===== config.mk =====
export PLATFORM = sky130hd
export DESIGN_NAME = reset_seq
export DESIGN_NICKNAME = d
export VERILOG_FILES = /design/src/rtl/reset_seq.sv
export SDC_FILE = /design/constraint.sdc
export NUM_CORES = 1
export LEC_CHECK = 0
export ABC_AREA = 1
export BUFFER_PORTS_ARGS = -buffer_cell sky130_fd_sc_hd__buf_2
export CORE_AREA = 2 2 49 51
export DETAILED_ROUTE_END_ITERATION = 10
export DIE_AREA = 0 0 51 53
export PLACE_DENSITY = 0.89
export SLEW_MARGIN = 0
export SYNTH_ARGS = -nofsm -noshare
export SYNTH_HDL_FRONTEND = slang
export SYNTH_SLANG_ARGS = --single-unit

===== constraint.sdc =====
create_clock -name clk_i -period 3.17 [get_ports clk_i]
set_clock_uncertainty 0.2 [all_clocks]
set_input_delay 0.634 -clock clk_i [delete_from_list [all_inputs] [get_ports clk_i]]
set_output_delay 0.634 -clock clk_i [all_outputs]
set_load 0.02 [all_outputs]

===== src/rtl/reset_seq.sv =====
`default_nettype none
// +--------------------------------------------------------------------------+
// | reset_seq : staged reset sequencer, releases N active-low resets in order |
// | Revision  : 1.0                                                          |
// +--------------------------------------------------------------------------+
module reset_seq #(
    parameter int N   = 4,
    parameter int DLY = 16,
    parameter int PW  = 8,
    parameter int DW  = 8
) (
    input  logic         clk_i,
    input  logic         rst_i,
    input  logic         swr_i,
    input  logic [N-1:0] ready_i,
    output logic [N-1:0] rst_n_o,
    output logic         done_o,
    output logic         busy_o
);

    localparam int KW = (N > 1) ? $clog2(N) : 1;

    localparam logic [DW-1:0] DLY_LOAD = DW'(DLY - 1);
    localparam logic [DW-1:0] PW_LOAD  = DW'(PW - 1);
    localparam logic [KW-1:0] K_LAST   = KW'(N - 1);

    typedef enum logic [2:0] {
        HOLD  = 3'd0,
        WAIT  = 3'd1,
        DELAY = 3'd2,
        RUN   = 3'd3,
        SWRST = 3'd4
    } state_t;

    state_t          state;
    logic [DW-1:0]   cnt;
    logic [KW-1:0]   k;

    always_ff @(posedge clk_i) begin
        if (rst_i) begin
            state   <= HOLD;
            cnt     <= DLY_LOAD;
            k       <= '0;
            rst_n_o <= '0;
            done_o  <= 1'b0;
            busy_o  <= 1'b1;
        end else if (swr_i && (state != SWRST)) begin
            state   <= SWRST;
            cnt     <= PW_LOAD;
            rst_n_o <= '0;
            done_o  <= 1'b0;
            busy_o  <= 1'b1;
        end else begin
            case (state)
                HOLD: begin
                    if (cnt == '0) begin
                        rst_n_o <= N'(1);
                        k       <= '0;
                        state   <= WAIT;
                    end else begin
                        cnt <= cnt - 1'b1;
                    end
                end
                WAIT: begin
                    if (ready_i[k]) begin
                        if (k == K_LAST) begin
                            state  <= RUN;
                            done_o <= 1'b1;
                            busy_o <= 1'b0;
                        end else begin
                            state <= DELAY;
                            cnt   <= DLY_LOAD;
                        end
                    end
                end
                DELAY: begin
                    // Released bits are always a contiguous low run, so a
                    // shift-in of one releases exactly stage k+1.
                    if (cnt == '0) begin
                        rst_n_o <= (rst_n_o << 1) | N'(1);
                        k       <= k + KW'(1);
                        state   <= WAIT;
                    end else begin
                        cnt <= cnt - 1'b1;
                    end
                end
                RUN: begin
                end
                SWRST: begin
                    if ((cnt == '0) && !swr_i) begin
                        state <= HOLD;
                        cnt   <= DLY_LOAD;
                        k     <= '0;
                    end else if (cnt != '0) begin
                        cnt <= cnt - 1'b1;
                    end
                end
                default: begin
                    state <= HOLD;
                end
            endcase
        end
    end

endmodule
`default_nettype wire


==> flow_summary.json, run 1 <==
{
  "status": "complete, no violations",
  "avgSynthCellArea_um2": 6.90,
  "worst_r2r_endpoint": "cnt[7]$_SDFFE_PP0P_",
  "final_cells": 223,
  "drt_first_pass_iters": 4,
  "hold_class": "flop to flop",
  "dieArea_um2": 2700,
  "period_minus_slack_ps": 1940,
  "die_w_um": 51,
  "clockBufferDepth": 2,
  "crit_type": "flop to flop",
  "fin_area_um2": 1360,
  "holdPathEnd": "busy_o$_SDFFE_PP1P_",
  "drtIter0Drc": 47,
  "critical_path_arrival_ps": 1940,
  "report.final.slew_viol_count": 0,
  "r2r_cells": 11,
  "clk_latency_ps": 310,
  "place_area_um2": 1330,
  "crit_slowest_cell": "dfxtp_1",
  "cts_made_buffers": 3,
  "post_cts_resized": 0,
  "post-synth-top-area-cell": "dfxtp_1",
  "setup_viol_count_final": 0,
  "power.leakage_nw": 0.667,
  "fmax_mhz": 515,
  "die_y_um": 53,
  "yosysTopAreaCellShare_pct": 30.6,
  "start_kind": "flop",
  "gp_congestion": 0.974,
  "yosysSeqAreaShare_pct": 30.6,
  "antenna_left": 0,
  "worstMarginPinSlew_ps": 407,
  "cp_cell_sequence": "inv_1 > ha_1 > nand2_2 > nor2_2 > nand3_2 > nand2_2 > nand2_1 > nand2_1 > nand2_2 > nand2_1 > nor2_1",
  "wire_per_inst_um": 11.9,
  "routed_via_density": 5.32,
  "clk_pin_slew_ps": 110,
  "synth.most_common_cell": "nand2_1",
  "ys.flop_type": "dfxtp_1",
  "ff2ff_setup_slack_ps": 1230,
  "grt_pass1_vias": 1046,
  "post_cts_buffers": 0,
  "drc_errors": 0,
  "critical_path.max_stage_delay_ps": 330,
  "grt_start_max_net_pins": 12,
  "cts_tree": "built",
  "async_reset_ff_share_pct": 0,
  "nNetsFinal": 205,
  "vias": 1186,
  "rsz0062_at_grt": "no",
  "core_um2": 2150,
  "power_mw": 0.553,
  "grtUsageTotal_pct": 22.3,
  "antenna_found_initial": 0,
  "slew_headroom_pct": 72.8,
  "multi_input_area_um2": 761,
  "synthDistinctLibCells": 23,
  "finalCritPeriodShare_pct": 61.3,
  "yosys-top-cells-count": "52 x nand2_1, 19 x dfxtp_1, 19 x inv_1",
  "peakVddDrop_v": 0.000226,
  "dp.cells": 219,
  "diodes": 0,
  "io_pins": 13,
  "fillers": 195,
  "end_kind": "flop",
  "gr-total-overflow": 0,
  "hpwl_um": 2050,
  "cp_max_fo": 5,
  "cts_root_buf": "clkbuf_4",
  "drv_cap": 0,
  "synth-seq-cells": 19,
  "syn_nets": 189,
  "hold_viol": 0,
  "io_buffers": 12,
  "synth.area.top_cells": "dfxtp_1 31%, nand2_1 16%, inv_1 5.7%",
  "cts.sink_count": 19,
  "cts_hold_buf": 0,
  "seqCellArea_um2": 380,
  "synth.cell_area_um2": 1240,
  "drive_above_1_share_pct": 26.7,
  "hold_path_depth": 2,
  "reg2reg_from": "cnt[0]$_SDFFE_PP1P_",
  "hp-start": "busy_o$_SDFFE_PP1P_",
  "htreeDepth": 1,
  "initial_core_util_pct": 57.8,
  "power_density_nw_per_um2": 407,
  "ys.warnings.count": 0,
  "area_delta_synth_final_pct": 9.16,
  "synth-edff-count": 0,
  "crit_required_ps": 3170,
  "setup_tns_ps": 0,
  "finalWirelength_um": 2640,
  "rows": 17,
  "netlist_instances": 180,
  "grt_pass1_wl_um": 4420
}
[report_power, final]
part           internal, mW  switching (mW)  total [mW]  leakage, nW
clock                0.0492          0.0760       0.125       0.0150
sequential            0.251          0.0149       0.266        0.154
combinational        0.0536           0.108       0.161        0.498
[through the flow]
step                hold slack [ps]  util [%]  worst slack, ps
global route                    274      63.1             1100
detailed placement              230      61.9             1260
floorplan                       264         -             1470
global placement                223      61.9             1260
CTS                             252      63.1             1240
finish                          250      63.1             1230
[per-layer routing]
metal  up-vias  track usage [%]  wire, µm
li1        607                -         -
met1       541             24.1      1120
met2        31             41.1      1350
met3         7             3.67       106
met4         0             12.2        62
met5         -                0         0
[state kept, by name, summed over array words and instances (netlist names)]
name	flops
rst_n_o	4
state	3
done_o	1
busy_o	1
k	2
cnt	8
[worst max-delay path: cells and delay by family, from the launching register on]
family / cells / cell delay [ps]
buffers and inverters: 1 / 110
DFF: 1 / 330
adders and majority gates: 1 / 320
and+or+nand+nor: 9 / 850
[worst max path at each step]
stage / slack, ps / endpoint / from / cells past startpoint
global route: 1100 / cnt[7]$_SDFFE_PP0P_ / cnt[0]$_SDFFE_PP1P_ / 11
floorplan: 1470 / cnt[2]$_SDFFE_PP1P_ / cnt[0]$_SDFFE_PP1P_ / 9
finish: 1230 / cnt[7]$_SDFFE_PP0P_ / cnt[0]$_SDFFE_PP1P_ / 11
CTS: 1240 / cnt[7]$_SDFFE_PP0P_ / cnt[0]$_SDFFE_PP1P_ / 11
global placement: 1260 / cnt[2]$_SDFFE_PP1P_ / swr_i / 7
detailed placement: 1260 / cnt[7]$_SDFFE_PP0P_ / cnt[0]$_SDFFE_PP1P_ / 11
[cell usage in the layout, fill, tap and decap left out, drive strengths merged]
cell    instances
a211oi          2
a21oi          13
buf            12
clkbuf          4
dfxtp          19
ha              2
inv            25
nand2          61
nand3          19
nand4           4
nor2           26
nor3            2
o21ai           3
xor2            3
[cell type report]
class                   count  area share [%]
clock buffers               4            1.94
inverters                  25            6.92
multi-input cells         135            56.1
flip-flops and latches     19            28.0
well taps                  28            2.58
repair buffers             12            4.43
[kinds of logic (layout without fill, tap and decap cells)]
family | Yosys count | after routing | synth area share [%]
simple gates | 112 | 112 | 48.2
buf+inv | 26 | 41 | 8.16
flops | 19 | 19 | 30.6
compound gates | 18 | 18 | 8.86
xor+xnor | 3 | 3 | 2.12
fa+ha+maj | 2 | 2 | 2.01
Note: power is estimated with default switching activity, not from simulation.
==> run 2, diff against run 1 <==
--- a/config.mk
+++ b/config.mk
@@ -7,10 +7,10 @@
 export LEC_CHECK = 0
 export ABC_AREA = 1
 export BUFFER_PORTS_ARGS = -buffer_cell sky130_fd_sc_hd__buf_2
-export CORE_AREA = 2 2 49 51
+export CORE_AREA = 2 2 52 54
 export DETAILED_ROUTE_END_ITERATION = 10
-export DIE_AREA = 0 0 51 53
-export PLACE_DENSITY = 0.89
+export DIE_AREA = 0 0 54 56
+export PLACE_DENSITY = 0.84
 export SLEW_MARGIN = 0
 export SYNTH_ARGS = -nofsm -noshare
 export SYNTH_HDL_FRONTEND = slang
==> constraint.sdc (replaced) <==
create_clock -name clk_i -period 1.7 [get_ports clk_i]
set_clock_uncertainty 0.2 [all_clocks]
set_input_delay 0.34 -clock clk_i [delete_from_list [all_inputs] [get_ports clk_i]]
set_output_delay 0.34 -clock clk_i [all_outputs]
set_load 0.02 [all_outputs]
==> run 2 against run 1 <==
  * Clock power up 99%
  * Final cell count up 8.5%
  * Die area up 12%
  * Largest cell class unchanged
  * Utilization up 2.2 points
  * Highest routed layer unchanged
==> flow_summary.json, run 2 (synthesis results as in run 1) <==
{
  "hold_path_depth": 2,
  "top_register": "cnt",
  "start_kind": "flop",
  "io_pins": 13,
  "dp.cells": 232,
  "drtIter0Drc": 34,
  "area_delta_synth_final_pct": 28.0,
  "crit_required_ps": 1730,
  "grt_pass1_vias": 1074,
  "hold_ws_ps": 60.0,
  "period_minus_slack_ps": 1650,
  "wire_per_inst_um": 12.2,
  "crit_slowest_cell": "dfxtp_2",
  "place_area_um2": 1420,
  "drive_above_1_share_pct": 40.6,
  "path_common_cell": "nor2_4",
  "grt_pass1_wl_um": 4330,
  "setup_viol_count_final": 0,
  "final_cell_mix": "50 x nand2_1, 16 x inv_1, 15 x buf_4",
  "clk_latency_ps": 320,
  "seqCellArea_um2": 392,
  "status": "complete, no violations",
  "final_common_cell": "nand2_1",
  "critical_path_arrival_ps": 1680,
  "end_kind": "flop",
  "worst_r2r_endpoint": "cnt[2]$_SDFFE_PP1P_",
  "cts_hold_buf": 0,
  "fillers": 206,
  "die_y_um": 56,
  "fin_area_um2": 1590,
  "critical_path.max_stage_delay_ps": 340,
  "drt_first_pass_iters": 4,
  "grtUsageTotal_pct": 19.1,
  "report.final.slew_viol_count": 0,
  "cts_tree": "built",
  "reg2reg_from": "cnt[1]$_SDFFE_PP1P_",
  "power_density_nw_per_um2": 714,
  "cp_max_fo": 5,
  "drv_cap": 0,
  "hold_viol": 0,
  "antenna_left": 0,
  "cts_root_buf": "clkbuf_4",
  "diodes": 0,
  "crit_type": "flop to flop",
  "worstMarginPinSlew_ps": 325,
  "gr-total-overflow": 0,
  "clk_pin_slew_ps": 120,
  "r2r_cells": 9,
  "rows": 18,
  "routed_via_density": 5.19,
  "htreeDepth": 1,
  "place_ws_ps": -41.0,
  "finalCritPeriodShare_pct": 97.1,
  "holdPathEnd": "k[0]$_SDFFE_PP0P_",
  "multi_input_area_um2": 843,
  "finish.utilization_pct": 65.4,
  "ff2ff_setup_slack_ps": 50,
  "cts.sink_count": 19,
  "initial_core_util_pct": 51.1,
  "slew_headroom_pct": 78.2,
  "drc_errors": 0,
  "final_cells": 242,
  "antenna_found_initial": 0,
  "cp_cell_sequence": "inv_2 > ha_4 > nand3_4 > nor2_8 > nor2_4 > nor2_4 > nor2_4 > a21oi_2 > nand2_1",
  "hold_class": "input pin to flop",
  "grt_start_max_net_pins": 12,
  "die_w_um": 54,
  "vias": 1256,
  "core_um2": 2430,
  "gp_congestion": 0.803,
  "power.leakage_nw": 0.762,
  "hp-start": "rst_i",
  "fin_ws_ps": 49.2,
  "fmax_mhz": 606,
  "cts_made_buffers": 3,
  "setup.worst_path.start": "cnt[1]$_SDFFE_PP1P_",
  "io_buffers": 12,
  "top_regs": "cnt: 8 flops, rst_n_o: 4 flops, state: 3 flops",
  "largest_reg_flops": 8,
  "finalWirelength_um": 2950,
  "dieArea_um2": 3020,
  "clockBufferDepth": 2,
  "peakVddDrop_v": 0.000446,
  "nNetsFinal": 222,
  "rsz0062_at_grt": "yes",
  "hpwl_um": 1970
}
-- run 2: what timing repair did --
item,CTS,global route
gates resized for setup,2,24
cloned,0,1
setup endpoints to repair,5,15
pin swaps,0,5
buffers inserted,0,5
-- run 2: final cells by class --
type	instances	area share [%]
timing repair buffer	28	12.1
multi-input combinational	136	53.0
clock buffer	3	1.42
clock inverter	1	0.315
tap	30	2.36
inverter	25	6.14
sequential	19	24.6
-- run 2: worst max-delay path by stage --
stage	cells past startpoint	endpoint	slack, ps
after floorplan	9	cnt[2]$_SDFFE_PP1P_	2
after global placement	9	cnt[2]$_SDFFE_PP1P_	-10
after detailed placement	11	cnt[7]$_SDFFE_PP0P_	-40
after CTS	9	cnt[2]$_SDFFE_PP1P_	0.05
after global routing	10	cnt[7]$_SDFFE_PP0P_	-40
final	9	cnt[2]$_SDFFE_PP1P_	50
-- run 2: per-stage QoR --
| stage | setup TNS (ps) | total power [mW] |
|---|---|---|
| 5_1_grt | -145 | 1.20 |
| 4_1_cts | 0 | 1.07 |
| 2_1_floorplan | 0 | 0.745 |
| 3_5_place_dp | -88.7 | 0.828 |
| 6_report | 0 | 1.13 |
| 3_3_place_gp | -11.3 | 0.824 |
-- run 2: critical path, delay by kind of cell, from the launching register on --
| kind | cells | cell delay [ps] |
|---|---|---|
| and+or+nand+nor | 6 | 660 |
| DFF | 1 | 340 |
| adders and majority gates | 1 | 160 |
| AOI/OAI and AO/OA | 1 | 120 |
| buffers and inverters | 1 | 60 |
-- run 2: report_power, final --
group / internal (mW) / switching, mW / total [mW] / leakage (nW)
sequential: 0.473 / 0.0300 / 0.503 / 0.155
clock: 0.0883 / 0.161 / 0.249 / 0.0177
combinational: 0.146 / 0.236 / 0.383 / 0.590
total: 0.707 / 0.427 / 1.13 / 0.762
-- run 2: per-layer routing --
metal  wire, µm  GRT usage (%)
met1       1360           24.9
met2       1330           30.8
met3        134           3.23
met4        125           7.14
met5          0              0
